## src/rtl/lfu_pkg.sv

```systemverilog
// Shared types for the LFU access generator: access codes, FSM states and a
// one-hot decode helper.
package lfu_pkg;

    localparam int NUM_ITEMS = 5;

    typedef enum logic [2:0] {
        ACC_NONE = 3'd0,
        ACC_B1   = 3'd1,
        ACC_B2   = 3'd2,
        ACC_B3   = 3'd3,
        ACC_B4   = 3'd4,
        ACC_B5   = 3'd5
    } acc_code_t;

    typedef enum logic [2:0] {
        IDLE,
        WARM,
        PLAY,
        GAP,
        DONE
    } state_t;

    // Codes 6 and 7 fall into the default arm and decode to no access.
    function automatic logic [NUM_ITEMS-1:0] acc_onehot(input logic [2:0] code);
        case (code)
            ACC_B1:  return 5'b00001;
            ACC_B2:  return 5'b00010;
            ACC_B3:  return 5'b00100;
            ACC_B4:  return 5'b01000;
            ACC_B5:  return 5'b10000;
            default: return 5'b00000;
        endcase
    endfunction

    function automatic int max3(input int a, input int b, input int c);
        int m;
        m = (a > b) ? a : b;
        return (m > c) ? m : c;
    endfunction

endpackage

```

## src/rtl/lfu_access_mem.sv

```systemverilog
// Sequence storage: DEPTH x 3-bit register file, one synchronous write port and
// one asynchronous read port. Not reset, so contents survive rst.
module lfu_access_mem #(
    parameter int DEPTH = 16
) (
    input  logic                     clk,
    input  logic                     we,
    input  logic [$clog2(DEPTH)-1:0] waddr,
    input  logic [2:0]               wdata,
    input  logic [$clog2(DEPTH)-1:0] raddr,
    output logic [2:0]               rdata
);

    logic [2:0] mem [DEPTH];

    always_ff @(posedge clk) begin
        if (we) begin
            mem[waddr] <= wdata;
        end
    end

    assign rdata = mem[raddr];

endmodule

```

## src/rtl/lfu_access_gen.sv

```systemverilog
// Plays a stored sequence of one-hot access pulses onto b1..b5 after a warm-up
// delay. Define LFU_ACCESS_GEN_LOOP_EN to replay the sequence endlessly.
module lfu_access_gen
    import lfu_pkg::*;
#(
    parameter int DEPTH       = 16,
    parameter int WARM_CYCLES = 100000000,
    parameter int HOLD_CYCLES = 1,
    parameter int GAP_CYCLES  = 0
) (
    input  logic                     clk,
    input  logic                     rst,
    input  logic                     wr_en,
    input  logic [$clog2(DEPTH)-1:0] wr_addr,
    input  logic [2:0]               wr_data,
    input  logic [$clog2(DEPTH):0]   len,
    input  logic                     start,
    output logic                     b1,
    output logic                     b2,
    output logic                     b3,
    output logic                     b4,
    output logic                     b5,
    output logic                     busy,
    output logic                     done
);

    localparam int AW      = $clog2(DEPTH);
    localparam int PW      = AW + 1;
    localparam int CNT_MAX = max3(WARM_CYCLES, HOLD_CYCLES, GAP_CYCLES);
    localparam int CW      = $clog2(CNT_MAX + 1);

    state_t                 state, state_nx;
    logic [CW-1:0]          cnt, cnt_nx;
    logic [PW-1:0]          ptr, ptr_nx, ptr_inc;
    logic [PW-1:0]          len_q, len_nx, len_sat;
    logic [NUM_ITEMS-1:0]   lines;
    logic [2:0]             rd_code;
    logic                   step;
    logic                   mem_we;

    assign mem_we  = wr_en && (state == IDLE || state == DONE);
    assign len_sat = (len > PW'(DEPTH)) ? PW'(DEPTH) : len;
    assign ptr_inc = ptr + PW'(1);

    lfu_access_mem #(.DEPTH(DEPTH)) u_mem (
        .clk   (clk),
        .we    (mem_we),
        .waddr (wr_addr),
        .wdata (wr_data),
        .raddr (ptr[AW-1:0]),
        .rdata (rd_code)
    );

    always_comb begin
        state_nx = state;
        cnt_nx   = cnt;
        ptr_nx   = ptr;
        len_nx   = len_q;
        step     = 1'b0;
        case (state)
            IDLE: begin
                if (start) begin
                    if (len_sat == '0) begin
                        state_nx = DONE;
                    end else begin
                        len_nx   = len_sat;
                        ptr_nx   = '0;
                        cnt_nx   = '0;
                        state_nx = (WARM_CYCLES == 0) ? PLAY : WARM;
                    end
                end
            end
            WARM: begin
                if (cnt == CW'(WARM_CYCLES - 1)) begin
                    cnt_nx   = '0;
                    state_nx = PLAY;
                end else begin
                    cnt_nx = cnt + 1'b1;
                end
            end
            PLAY: begin
                if (cnt == CW'(HOLD_CYCLES - 1)) begin
                    cnt_nx = '0;
                    if (GAP_CYCLES > 0) begin
                        state_nx = GAP;
                    end else begin
                        step = 1'b1;
                    end
                end else begin
                    cnt_nx = cnt + 1'b1;
                end
            end
            GAP: begin
                if (cnt == CW'(GAP_CYCLES - 1)) begin
                    cnt_nx = '0;
                    step   = 1'b1;
                end else begin
                    cnt_nx = cnt + 1'b1;
                end
            end
            DONE:    state_nx = IDLE;
            default: state_nx = IDLE;
        endcase

        // Advance to the next entry, or wrap/finish after the last one.
        if (step) begin
            if (ptr_inc == len_q) begin
                ptr_nx = '0;
`ifdef LFU_ACCESS_GEN_LOOP_EN
                state_nx = PLAY;
`else
                state_nx = DONE;
`endif
            end else begin
                ptr_nx   = ptr_inc;
                state_nx = PLAY;
            end
        end
    end

    // Outputs are registered from the current state, so every output trails
    // the state by one cycle; this gives the WARM_CYCLES+1 start-to-line latency.
    always_ff @(posedge clk or posedge rst) begin
        if (rst) begin
            state <= IDLE;
            cnt   <= '0;
            ptr   <= '0;
            len_q <= '0;
            lines <= '0;
            busy  <= 1'b0;
            done  <= 1'b0;
        end else begin
            state <= state_nx;
            cnt   <= cnt_nx;
            ptr   <= ptr_nx;
            len_q <= len_nx;
            lines <= (state == PLAY) ? acc_onehot(rd_code) : '0;
            busy  <= (state == WARM) || (state == PLAY) || (state == GAP);
            done  <= (state == DONE);
        end
    end

    assign b1 = lines[0];
    assign b2 = lines[1];
    assign b3 = lines[2];
    assign b4 = lines[3];
    assign b5 = lines[4];

endmodule

```

## config.mk

```make
export PLATFORM = sky130hd
export DESIGN_NAME = lfu_access_gen
export DESIGN_NICKNAME = d
export VERILOG_FILES = /design/src/rtl/lfu_pkg.sv /design/src/rtl/lfu_access_mem.sv /design/src/rtl/lfu_access_gen.sv
export SDC_FILE = /design/constraint.sdc
export NUM_CORES = 1
export LEC_CHECK = 0
export ABC_AREA = 1
export CAP_MARGIN = 25
export CORE_ASPECT_RATIO = 0.7
export CORE_MARGIN = 2
export CORE_UTILIZATION = 45
export CTS_BUF_LIST = sky130_fd_sc_hd__clkbuf_8
export DETAILED_ROUTE_END_ITERATION = 10
export MAX_ROUTING_LAYER = met4
export SLEW_MARGIN = 20
export SYNTH_ARGS = -nofsm -noshare
export SYNTH_HDL_FRONTEND = slang
export SYNTH_HIERARCHICAL = 1
export SYNTH_SLANG_ARGS = --single-unit
```

## constraint.sdc

```tcl
create_clock -name clk -period 2.65 [get_ports clk]
set_clock_uncertainty 0.2 [all_clocks]
set_input_delay 0.3975 -clock clk [delete_from_list [all_inputs] [get_ports clk]]
set_output_delay 0.3975 -clock clk [all_outputs]
set_load 0.01 [all_outputs]
```

==> results of run 1 <==
report_power, final:
group          switching, mW  internal [mW]
clock                  0.537          0.353
sequential           0.00233           1.56
combinational         0.0464         0.0273
total                  0.585           1.94
cell usage after synthesis (4+ instances only):
cell,number
edfxtp_1,48
nand4_1,16
o211ai_1,6
nand2_2,8
nor3_1,11
inv_1,107
buf_6,4
o21ai_0,21
buf_2,5
xor2_1,9
dfrtp_1,47
buf_4,4
nand2_1,172
nor2_1,83
nand3_1,87
nor2_2,16
registers in the layout (all words and copies together), names as in the netlist:
register and flops:
done 1, cnt 27, lines 5, ptr 5
busy 1, u_mem/mem 48, state 3, len_q 5
per-layer routing:
metal | up-vias | wire length, µm | part of all wire, %
li1 | 2212 | - | -
met1 | 2029 | 7020 | 54
met2 | 161 | 4960 | 38
met3 | 6 | 957 | 7.4
met4 | 0 | 76 | 0.58
met5 | - | 0 | 0
area by class of cell:
type                            count  share of cell area (%)
Inverter                          109                    7.04
Clock inverter                      7                   0.942
Sequential cell                    95                    44.8
Multi-Input combinational cell    454                    37.0
Tap cell                          157                    3.36
Timing Repair Buffer               30                    4.79
Clock buffer                        9                    2.12
stage by stage:
stage	hold slack (ps)	instance area, µm²
6_report	301	5850
4_1_cts	322	5850
3_5_place_dp	286	5670
5_1_grt	360	5850
3_3_place_gp	286	5670
2_1_floorplan	264	5310
worst paths after layout:
check	endpoint	slack, ps
worst max-delay path	cnt[18]$_DFFE_PP0P_	450
worst min-delay path	done$_DFF_PP0_	300
worst max register to register	cnt[18]$_DFFE_PP0P_	450
worst min register to register	ptr[4]$_DFFE_PP0P_	350
max in group asynchronous	cnt[7]$_DFFE_PP0P_	1530
min in group clk	ptr[4]$_DFFE_PP0P_	350
cell families after synthesis:
| logic type | after synthesis | synth area share, % |
|---|---|---|
| adders and majority gates | 3 | 0.707 |
| xor gates and xnor gates | 10 | 1.65 |
| DFF | 95 | 49.3 |
| AOI/OAI and AO/OA | 34 | 3.65 |
| and+or+nand+nor | 407 | 34.7 |
| buffers and inverters | 123 | 10.0 |
placed cells by master, fill, tap and decap left out, drive strengths merged:
cell type,n
nand2,181
inv,112
nor2,103
nand3,88
edfxtp,48
dfrtp,47
clkdlybuf4s50,22
o21ai,22
nand4,16
nor3,13
xor2,9
clkbuf,9
buf,8
o211ai,6
nor4,3
nand3b,3
ha,3
clkinv,3
a21oi,2
o31ai,2
xnor2,1
o22ai,1
a21o,1
clkinvlp,1
worst min-delay path: cells and delay by family:
kind / cells / cell delay [ps]
buf+inv: 3 / 960
==> reports/qor.yml, run 1 <==
viasPerCell: 5.12
io_buffers: 22
drc_errors: 0
tritoncts: "done"
period_needed_ps: 2200
max_stage_delay_ps: 390
synth_nets: 691
grt_max_degree: 48
yosysTopAreaCell: "edfxtp_1"
drive_gt1_share_pct: 8.10
place.gp.congestion: 0.964
grt.busiest_layer: "met1"
seqCellArea_um2: 2620
slew_headroom_pct: 56.8
dp_slack_ps: 279
cts_sinks: 95
synth_seq_cells: 95
met2_usage_pct: 27.6
nNetsFinal: 718
ys.warnings.count: 6
grt_usage_pct: 22.4
core_region_area_um2: 11600
post-route-util_pct: 50.4
synth.top_cell.area_share_pct: 27.1
postCtsSetupBuffers: 0
postSynthCellCount: 672
slew_violations: 0
fp.dieH_um: 94.9
cp.depth: 10
timing.critical_path.slowest_stage_cell: "dfrtp_1"
ios: 23
setup_violations: 0
critical_path_buf_inv_count: 1
maxCapViolCount: 0
synth.cell_area_um2: 5310
synth_edf_count: 48
crit_family: "simple AND/OR/NAND/NOR gates"
final.period_utilization_pct: 83.0
layout_setup_ws_ps: 451
antennaDiodeCount: 0
ys_seq_area_share_pct: 49.3
powerDensity_nw_per_um2: 431
synth.avg_cell_area_um2: 7.90
outcome: "finished, final reports clean"
worstPathArrival_ps: 2250
startpoint_type: "flop"
clock_path_buffers: 2
clk_pin_slew_ps: 100
die_w_um: 134
power_mw: 2.52
totalWireLength_um: 13000
die-area_um2: 12700
grt_first_pass_wirelength_um: 20600
synth.distinct_cells: 33
dp_hpwl_um: 9740
path_class: "flop to flop"
multi_input_area_um2: 2160
cts-root-buf: "clkbuf_8"
hold_viol_final: 0
grt_pass1_vias: 3799
syn_to_final_growth_pct: 10.1
cts_made_buffers: 9
clkLatencyLatePin_ps: 370
cp_common_cell: "nand2_2"
first_pass_iters: 5
antenna_found_initial: 0
antenna_left: 0
cp_data_required_time_ps: 2700
synth_area_leaders: "edfxtp_1 27%, dfrtp_1 22%, nand2_1 12%"
rsz0062_at_grt: "no"
r2r_cells: 10
num_vias: 4408
startpoint: "cnt[1]$_DFFE_PP0P_"
rows: 33
r2r-start: "cnt[1]$_DFFE_PP0P_"
synth-main-ff-cell: "edfxtp_1"
max_freq_ghz: 0.455
power_leakage_nw: 2.61
tns_ps: 0
htreeDepth: 3
start_util_pct: 45.8
grt_overflow: 0
post_drt_wl_per_cell_um: 15.1
gr-usage-met1_pct: 36.0
worst_pin_slew_ps: 645
drt-initial-drc-count: 479
crit_path_max_fanout: 17
synthArstFlopShare_pct: 49.5
nFillCells: 1094
grt_use_met3_pct: 4.94
ir_drop_mv: 0.284
cp-end-kind: "flop"
hold_path_class: "input pin to async pin"
cp_cell_sequence: "ha_1, nand3_1, inv_1, nand2_4, nor2_4, nand2_2, nand2_2, nand3_4, nor2_8, nor2_1"
fin_cells: 861
ctsHoldBuffers: 0
dp.cells: 845
cts_resized: 0
Power figures use the tool's default switching activity.
==> inputs of run 2 (changes only) <==
clock period = 2.06 ns   (was 2.65 ns; I/O delays follow)
==> reports/qor.yml, run 2 (synthesis gave the netlist of run 1 again) <==
nNetsFinal: 752  # was 718
dp_hpwl_um: 10200  # was 9740 µm
crit_family: "simple AND/OR/NAND/NOR gates"  # unchanged
antenna_found_initial: 0  # unchanged
post_drt_wl_per_cell_um: 15.1  # about the same
postPlaceCellArea_um2: 5910  # was 5670 µm²
ir_drop_mv: 0.314  # was 0.284 mV
start_util_pct: 45.8  # unchanged
grt_pass1_vias: 4251  # was 3799
clkLatencyLatePin_ps: 370  # about the same
viasPerCell: 5.13  # was 5.12
syn_to_final_growth_pct: 18.8  # was 10.1%
worstPathArrival_ps: 2080  # was 2250 ps
final_common_cell: "nand2_1"  # unchanged
tns_ps: 0  # unchanged
drt-initial-drc-count: 439  # was 479
outcome: "finished, final reports clean"  # unchanged
finalInstanceArea_um2: 6310  # was 5850 µm²
post-route-util_pct: 54.4  # was 50.4%
drc_errors: 0  # unchanged
clock_path_buffers: 2  # unchanged
cp.depth: 11  # was 10
rsz0062_at_grt: "yes"  # was no
slew_headroom_pct: 61.7  # was 56.8%
antennaDiodeCount: 0  # unchanged
power_mw: 3.26  # was 2.52 mW
core_region_area_um2: 11600  # unchanged
period_needed_ps: 2030  # was 2200 ps
cp_data_required_time_ps: 2120  # was 2700 ps
r2r_cells: 11  # was 10
place.gp.congestion: 0.980  # was 0.964
largest_reg_flops: 48  # unchanged
fin_cells: 895  # was 861
wl_met2_um: 5340  # was 4960 µm
antenna_left: 0  # unchanged
r2r-start: "cnt[0]$_DFFE_PP0P_"  # was cnt[1]$_DFFE_PP0P_
dp.cells: 873  # was 845
maxCapViolCount: 0  # unchanged
power_leakage_nw: 2.80  # was 2.61 nW
largestRegisters: "u_mem/mem: 48 flops, cnt: 27 flops"  # unchanged
cp-end-kind: "flop"  # unchanged
htreeDepth: 3  # unchanged
final_cell_mix: "169 x nand2_1, 102 x inv_1, 83 x nand3_1"  # was 172 x nand2_1, 106 x inv_1, 87 x nand3_1
hold_path_class: "input pin to async pin"  # unchanged
dr.max_layer_used: "met4"  # unchanged
setup_violations: 0  # unchanged
crit_path_max_fanout: 7  # was 17
final.period_utilization_pct: 98.4  # was 83.0%
tritoncts: "done"  # unchanged
top_register: "u_mem/mem"  # unchanged
die-area_um2: 12700  # unchanged
nFillCells: 1098  # was 1094
timing.critical_path.slowest_stage_cell: "dfrtp_1"  # unchanged
grt_usage_pct: 23.1  # was 22.4%
max_freq_ghz: 0.493  # was 0.455 GHz
die_w_um: 134  # unchanged
grt_first_pass_wirelength_um: 22000  # was 20600 µm
num_vias: 4589  # was 4408
max_stage_delay_ps: 400  # was 390 ps
powerDensity_nw_per_um2: 516  # was 431 nW/µm²
reg2reg_slack_ps: 30  # was 450 ps
path_class: "flop to flop"  # unchanged
slew_violations: 0  # unchanged
hold_viol_final: 0  # unchanged
critical_path_buf_inv_count: 2  # was 1
worst_pin_slew_ps: 571  # was 645 ps
io_buffers: 22  # unchanged
timing.rr.end: "cnt[15]$_DFFE_PP0P_"  # was cnt[18]$_DFFE_PP0P_
wl_met1_um: 7150  # was 7020 µm
cp_common_cell: "nand2_4"  # was nand2_2
cts_sinks: 95  # unchanged
fp.dieH_um: 94.9  # unchanged
rows: 33  # unchanged
ctsHoldBuffers: 0  # unchanged
drive_gt1_share_pct: 16.9  # was 8.10%
cts_made_buffers: 9  # unchanged
grt_max_degree: 48  # unchanged
startpoint_type: "flop"  # unchanged
cts-root-buf: "clkbuf_8"  # unchanged
grt_overflow: 0  # unchanged
first_pass_iters: 5  # unchanged
clk_pin_slew_ps: 100  # about the same
ios: 23  # unchanged
cp_cell_sequence: "ha_2, nand3_2, inv_2, nand2_4, nor2_4, nand2_2, nand2_4, nand3_4, nor2_8, clkbuf_16, nor2_2"  # was ha_1, nand3_1, inv_1, nand2_4, nor2_4, nand2_2, nand2_2, nand3_4, nor2_8, nor2_1
totalWireLength_um: 13500  # was 13000 µm
route.met3.wl_um: 888  # was 957 µm
## run 2: cell types whose count changed in the layout (fill, tap and decap cells not counted), sizes merged
| cell | delta |
|---|---|
| clkinv | +3 |
| clkinvlp | -1 |
| inv | -3 |
| buf | +33 |
| clkbuf | +2 |
## run 2: how the worst max path moves through the flow
stage | from | to | slack, ps
after CTS | cnt[0]$_DFFE_PP0P_ | cnt[21]$_DFFE_PP0P_ | 20
final | cnt[0]$_DFFE_PP0P_ | cnt[15]$_DFFE_PP0P_ | 30
after global routing | cnt[0]$_DFFE_PP0P_ | cnt[10]$_DFFE_PP0P_ | -80
after detailed placement | wr_en | u_mem/mem[6][0]$_DFFE_PP_ | -90
after floorplan | cnt[0]$_DFFE_PP0P_ | cnt[9]$_DFFE_PP0P_ | 200
after global placement | wr_en | u_mem/mem[6][0]$_DFFE_PP_ | -30
## run 2: cell type report
| class | instances | area (µm²) | share of cell area [%] |
|---|---|---|---|
| clock buffers | 10 | 138 | 2.18 |
| clock inverters | 6 | 43.8 | 0.694 |
| inverters | 109 | 422 | 6.68 |
| multi-input cells | 454 | 2300 | 36.4 |
| flip-flops and latches | 95 | 2620 | 41.6 |
| well taps | 157 | 196 | 3.11 |
| repair buffers | 64 | 591 | 9.36 |
## run 2: what timing repair did
| item | in CTS | in global routing |
|---|---|---|
| setup buffers | 1 | 4 |
| gates resized for setup | 1 | 46 |
| pin swaps | 1 | 11 |
| setup endpoints to repair | 2 | 31 |
| cloned | 0 | 1 |
## run 2: report_power, final
group / internal (mW) / switching (mW)
Clock: 0.477 / 0.673
Sequential: 2.00 / 0.00288
Combinational: 0.0419 / 0.0607
Total: 2.52 / 0.737
## run 2: through the flow
| step | worst slack, ps | hold WS [ps] |
|---|---|---|
| after detailed placement | -91.1 | 308 |
| final | 33.2 | 92.0 |
| after CTS | 21.9 | 94.1 |
| after global placement | -33.2 | 289 |
| after floorplan | 199 | 208 |
| after global routing | -76.4 | 128 |
## run 2: routing by layer
layer  vias to the layer above  global-route usage, %
met2                       147                   31.2
met4                         0                   4.08
li1                       2274                      -
met1                      2153                   36.1
met5                         -                      -
met3                        15                   3.76
## run 2: worst register-to-register path, stage by stage (launching register included)
cell	delay [ps]
dfrtp_1	400
ha_2	200
nand3_2	90
inv_2	90
nand2_4	90
nor2_4	170
nand2_2	90
nand2_4	80
nand3_4	130
nor2_8	160
clkbuf_16	190
nor2_2	40
==> inputs of run 3 (changes only) <==
CELL_PAD_IN_SITES_DETAIL_PLACEMENT = 2   (was not set)
CELL_PAD_IN_SITES_GLOBAL_PLACEMENT = 2   (was not set)
CORE_UTILIZATION = 38   (was 45)
PLACE_DENSITY_LB_ADDON = 0.1   (was not set)
SYNTH_HIERARCHICAL = not set   (was 1)
==> reports/qor.yml, run 3 <==
worstPathArrival_ps: 2230  # was 2080 ps
core_region_area_um2: 13100  # was 11600 µm²
top_register: "u_mem.mem"  # was u_mem/mem
postPlaceCellArea_um2: 5980  # was 5910 µm²
fin_cells: 880  # was 895
ios: 23  # unchanged
slew_headroom_pct: 53.1  # was 61.7%
final_common_cell: "nand2_1"  # unchanged
ir_drop_mv: 0.432  # was 0.314 mV
rsz0062_at_grt: "yes"  # unchanged
die-area_um2: 14400  # was 12700 µm²
rows: 35  # was 33
dp_hpwl_um: 14700  # was 10200 µm
nNetsFinal: 728  # was 752
fp.dieH_um: 101  # was 94.9 µm
powerDensity_nw_per_um2: 673  # was 516 nW/µm²
synthArstFlopShare_pct: 49.5  # unchanged
place.gp.congestion: 0.893  # was 0.980
tritoncts: "done"  # unchanged
final.period_utilization_pct: 104  # was 98.4%
finalInstanceArea_um2: 6430  # was 6310 µm²
antenna_found_initial: 0  # unchanged
cts_made_buffers: 9  # unchanged
violations: "negative hold slack, negative setup slack"
ys.warnings.count: 0  # was 6
synth.cell_area_um2: 5110  # was 5310 µm²
io_buffers: 22  # unchanged
num_vias: 4963  # was 4589
synth.distinct_cells: 29  # was 33
cts_sinks: 95  # unchanged
synth_seq_cells: 95  # unchanged
grt_overflow: 0  # unchanged
synth-main-ff-cell: "edfxtp_1"  # unchanged
antennaDiodeCount: 0  # unchanged
clkLatencyLatePin_ps: 390  # was 370 ps
clock_path_buffers: 2  # unchanged
max_freq_ghz: 0.465  # was 0.493 GHz
synth_area_leaders: "edfxtp_1 28%, dfrtp_1 23%, nand2_1 11%"  # was edfxtp_1 27%, dfrtp_1 22%, nand2_1 12%
start_util_pct: 38.9  # was 45.8%
clk_pin_slew_ps: 110  # was 100 ps
whs_ps: -5.23  # was 92.0 ps
synth.top_cell.area_share_pct: 28.2  # was 27.1%
tns_ps: -2390  # was 0 ps
grt_max_degree: 35  # was 48
worst_pin_slew_ps: 701  # was 571 ps
antenna_left: 0  # unchanged
drc_errors: 0  # unchanged
synth_edf_count: 48  # unchanged
post-route-util_pct: 49.0  # was 54.4%
timing.rr.end: "ptr[2]$_DFFE_PP0P_"  # was cnt[15]$_DFFE_PP0P_
slew_violations: 0  # unchanged
largestRegisters: "u_mem.mem: 48 flops, cnt: 27 flops"  # was u_mem/mem: 48 flops, cnt: 27 flops
synth.avg_cell_area_um2: 8.17  # was 7.90 µm²
drt-initial-drc-count: 377  # was 439
synth_nets: 645  # was 691
hold_path_class: "input pin to async pin"  # unchanged
cp_data_required_time_ps: 2130  # was 2120 ps
grt_pass1_vias: 5206  # was 4251
dp.cells: 856  # was 873
hold_viol_final: 9  # was 0
post_drt_wl_per_cell_um: 24.4  # was 15.1 µm
yosysTopAreaCell: "edfxtp_1"  # unchanged
period_needed_ps: 2150  # was 2030 ps
cts-root-buf: "clkbuf_8"  # unchanged
first_pass_iters: 5  # unchanged
postSynthCellCount: 626  # was 672
met2_usage_pct: 45.9  # was 31.2%
crit_path_max_fanout: 4  # was 7
grt_use_met3_pct: 4.75  # was 3.76%
viasPerCell: 5.64  # was 5.13
startpoint: "state[2]$_DFFE_PP0P_"  # was cnt[0]$_DFFE_PP0P_
synth.top_cells.by_count: "147 x nand2_1, 107 x nor2_1, 72 x nand3_1"  # was 172 x nand2_1, 107 x inv_1, 87 x nand3_1
syn_to_final_growth_pct: 25.8  # was 18.8%
yosysMostFrequentCell: "nand2_1"  # unchanged
setup_violations: 58  # was 0
htreeDepth: 3  # unchanged
power_mw: 4.33  # was 3.26 mW
r2r-start: "state[2]$_DFFE_PP0P_"  # was cnt[0]$_DFFE_PP0P_
outcome: "complete, but fails checks"  # was finished, final reports clean
die_w_um: 143  # was 134 µm
drive_gt1_share_pct: 23.0  # was 16.9%
gr-usage-met1_pct: 39.8  # was 36.1%
grt_first_pass_wirelength_um: 30100  # was 22000 µm
totalWireLength_um: 21500  # was 13500 µm
r2r_cells: 9  # was 11
reg2reg_slack_ps: -90  # was 30 ps
maxCapViolCount: 0  # unchanged
largest_reg_flops: 48  # unchanged
final_cell_mix: "142 x nand2_1, 79 x nor2_1, 69 x nand3_1"  # was 169 x nand2_1, 102 x inv_1, 83 x nand3_1
layout_setup_ws_ps: -92.2  # was 33.2 ps
power_leakage_nw: 2.69  # was 2.80 nW
cp-end-kind: "flop"  # unchanged
path_class: "flop to flop"  # unchanged
startpoint_type: "flop"  # unchanged
ys_seq_area_share_pct: 51.2  # was 49.3%
grt_usage_pct: 28.9  # was 23.1%
grt.busiest_layer: "met2"  # was met1
[run 3: cell count changes in the layout (fill, tap and decap cells not counted), sizes merged, moves of 4 or more]
cell / previous run / this run
buf: 41 / 67
clkinv: 6 / 1
inv: 109 / 66
nand2: 181 / 152
nand3: 88 / 74
nand4: 16 / 22
nor2: 103 / 122
nor3: 13 / 17
o21ai: 22 / 28
xor2: 9 / 17
[run 3: what timing repair did]
| item | in CTS | in global routing |
|---|---|---|
| setup endpoints to repair | 27 | 76 |
| hold buffers | 0 | 0 |
| pin swaps | 2 | 4 |
| resized for setup | 20 | 47 |
| gates cloned | 0 | 1 |
| setup buffers | 2 | 5 |
[run 3: kinds of logic after synthesis]
group                      after synthesis  synth area share, %
and+or+nand+nor                        388                 33.9
buffers and inverters                   80                 6.44
muxes                                    1                0.196
xor gates and xnor gates                17                 2.91
DFF                                     95                 51.2
AOI/OAI and AO/OA                       42                 4.60
adders and majority gates                3                0.734
[run 3: how the worst max path moves through the flow]
| stage | depth (start not counted) | slack, ps | end |
|---|---|---|---|
| finish | 9 | -90 | ptr[2]$_DFFE_PP0P_ |
| global route | 9 | -190 | ptr[2]$_DFFE_PP0P_ |
| floorplan | 11 | 160 | cnt[10]$_DFFE_PP0P_ |
| CTS | 10 | 1 | state[1]$_DFFE_PP0P_ |
| detailed placement | 10 | -150 | cnt[21]$_DFFE_PP0P_ |
| global placement | 9 | -30 | state[2]$_DFFE_PP0P_ |
[run 3: critical path: stages, from the launching register on]
cell	delay [ps]
dfrtp_1	440
inv_1	120
nand2_1	190
nor2_2	320
nand4_1	230
nand2_1	180
buf_4	130
nor2_2	60
nand2_1	100
o21ai_1	70
[run 3: area by class of cell]
type	instances	area, µm²
Inverter	62	235
Clock buffer	9	124
Clock inverter	7	55.1
Fill cell	1419	6710
Tap cell	166	208
Multi-Input combinational cell	451	2320
Timing Repair Buffer	90	860
Sequential cell	95	2630
[run 3: through the flow]
stage	hold slack, ps	setup slack, ps
6_report	-5.23	-92.2
5_1_grt	28.0	-193
4_1_cts	3.33	1.10
3_5_place_dp	331	-153
3_3_place_gp	293	-27.2
2_1_floorplan	208	156
[run 3: power breakdown]
part           total (mW)  internal, mW  switching (mW)
registers            2.22          2.08           0.136
clock network        1.23         0.456           0.775
logic               0.881         0.364           0.517
[run 3: layer usage]
metal / wire, µm / part of all wire, %
met4: 409 / 1.9
met2: 10400 / 48
met3: 1050 / 4.9
met1: 9640 / 45
met5: 0 / 0
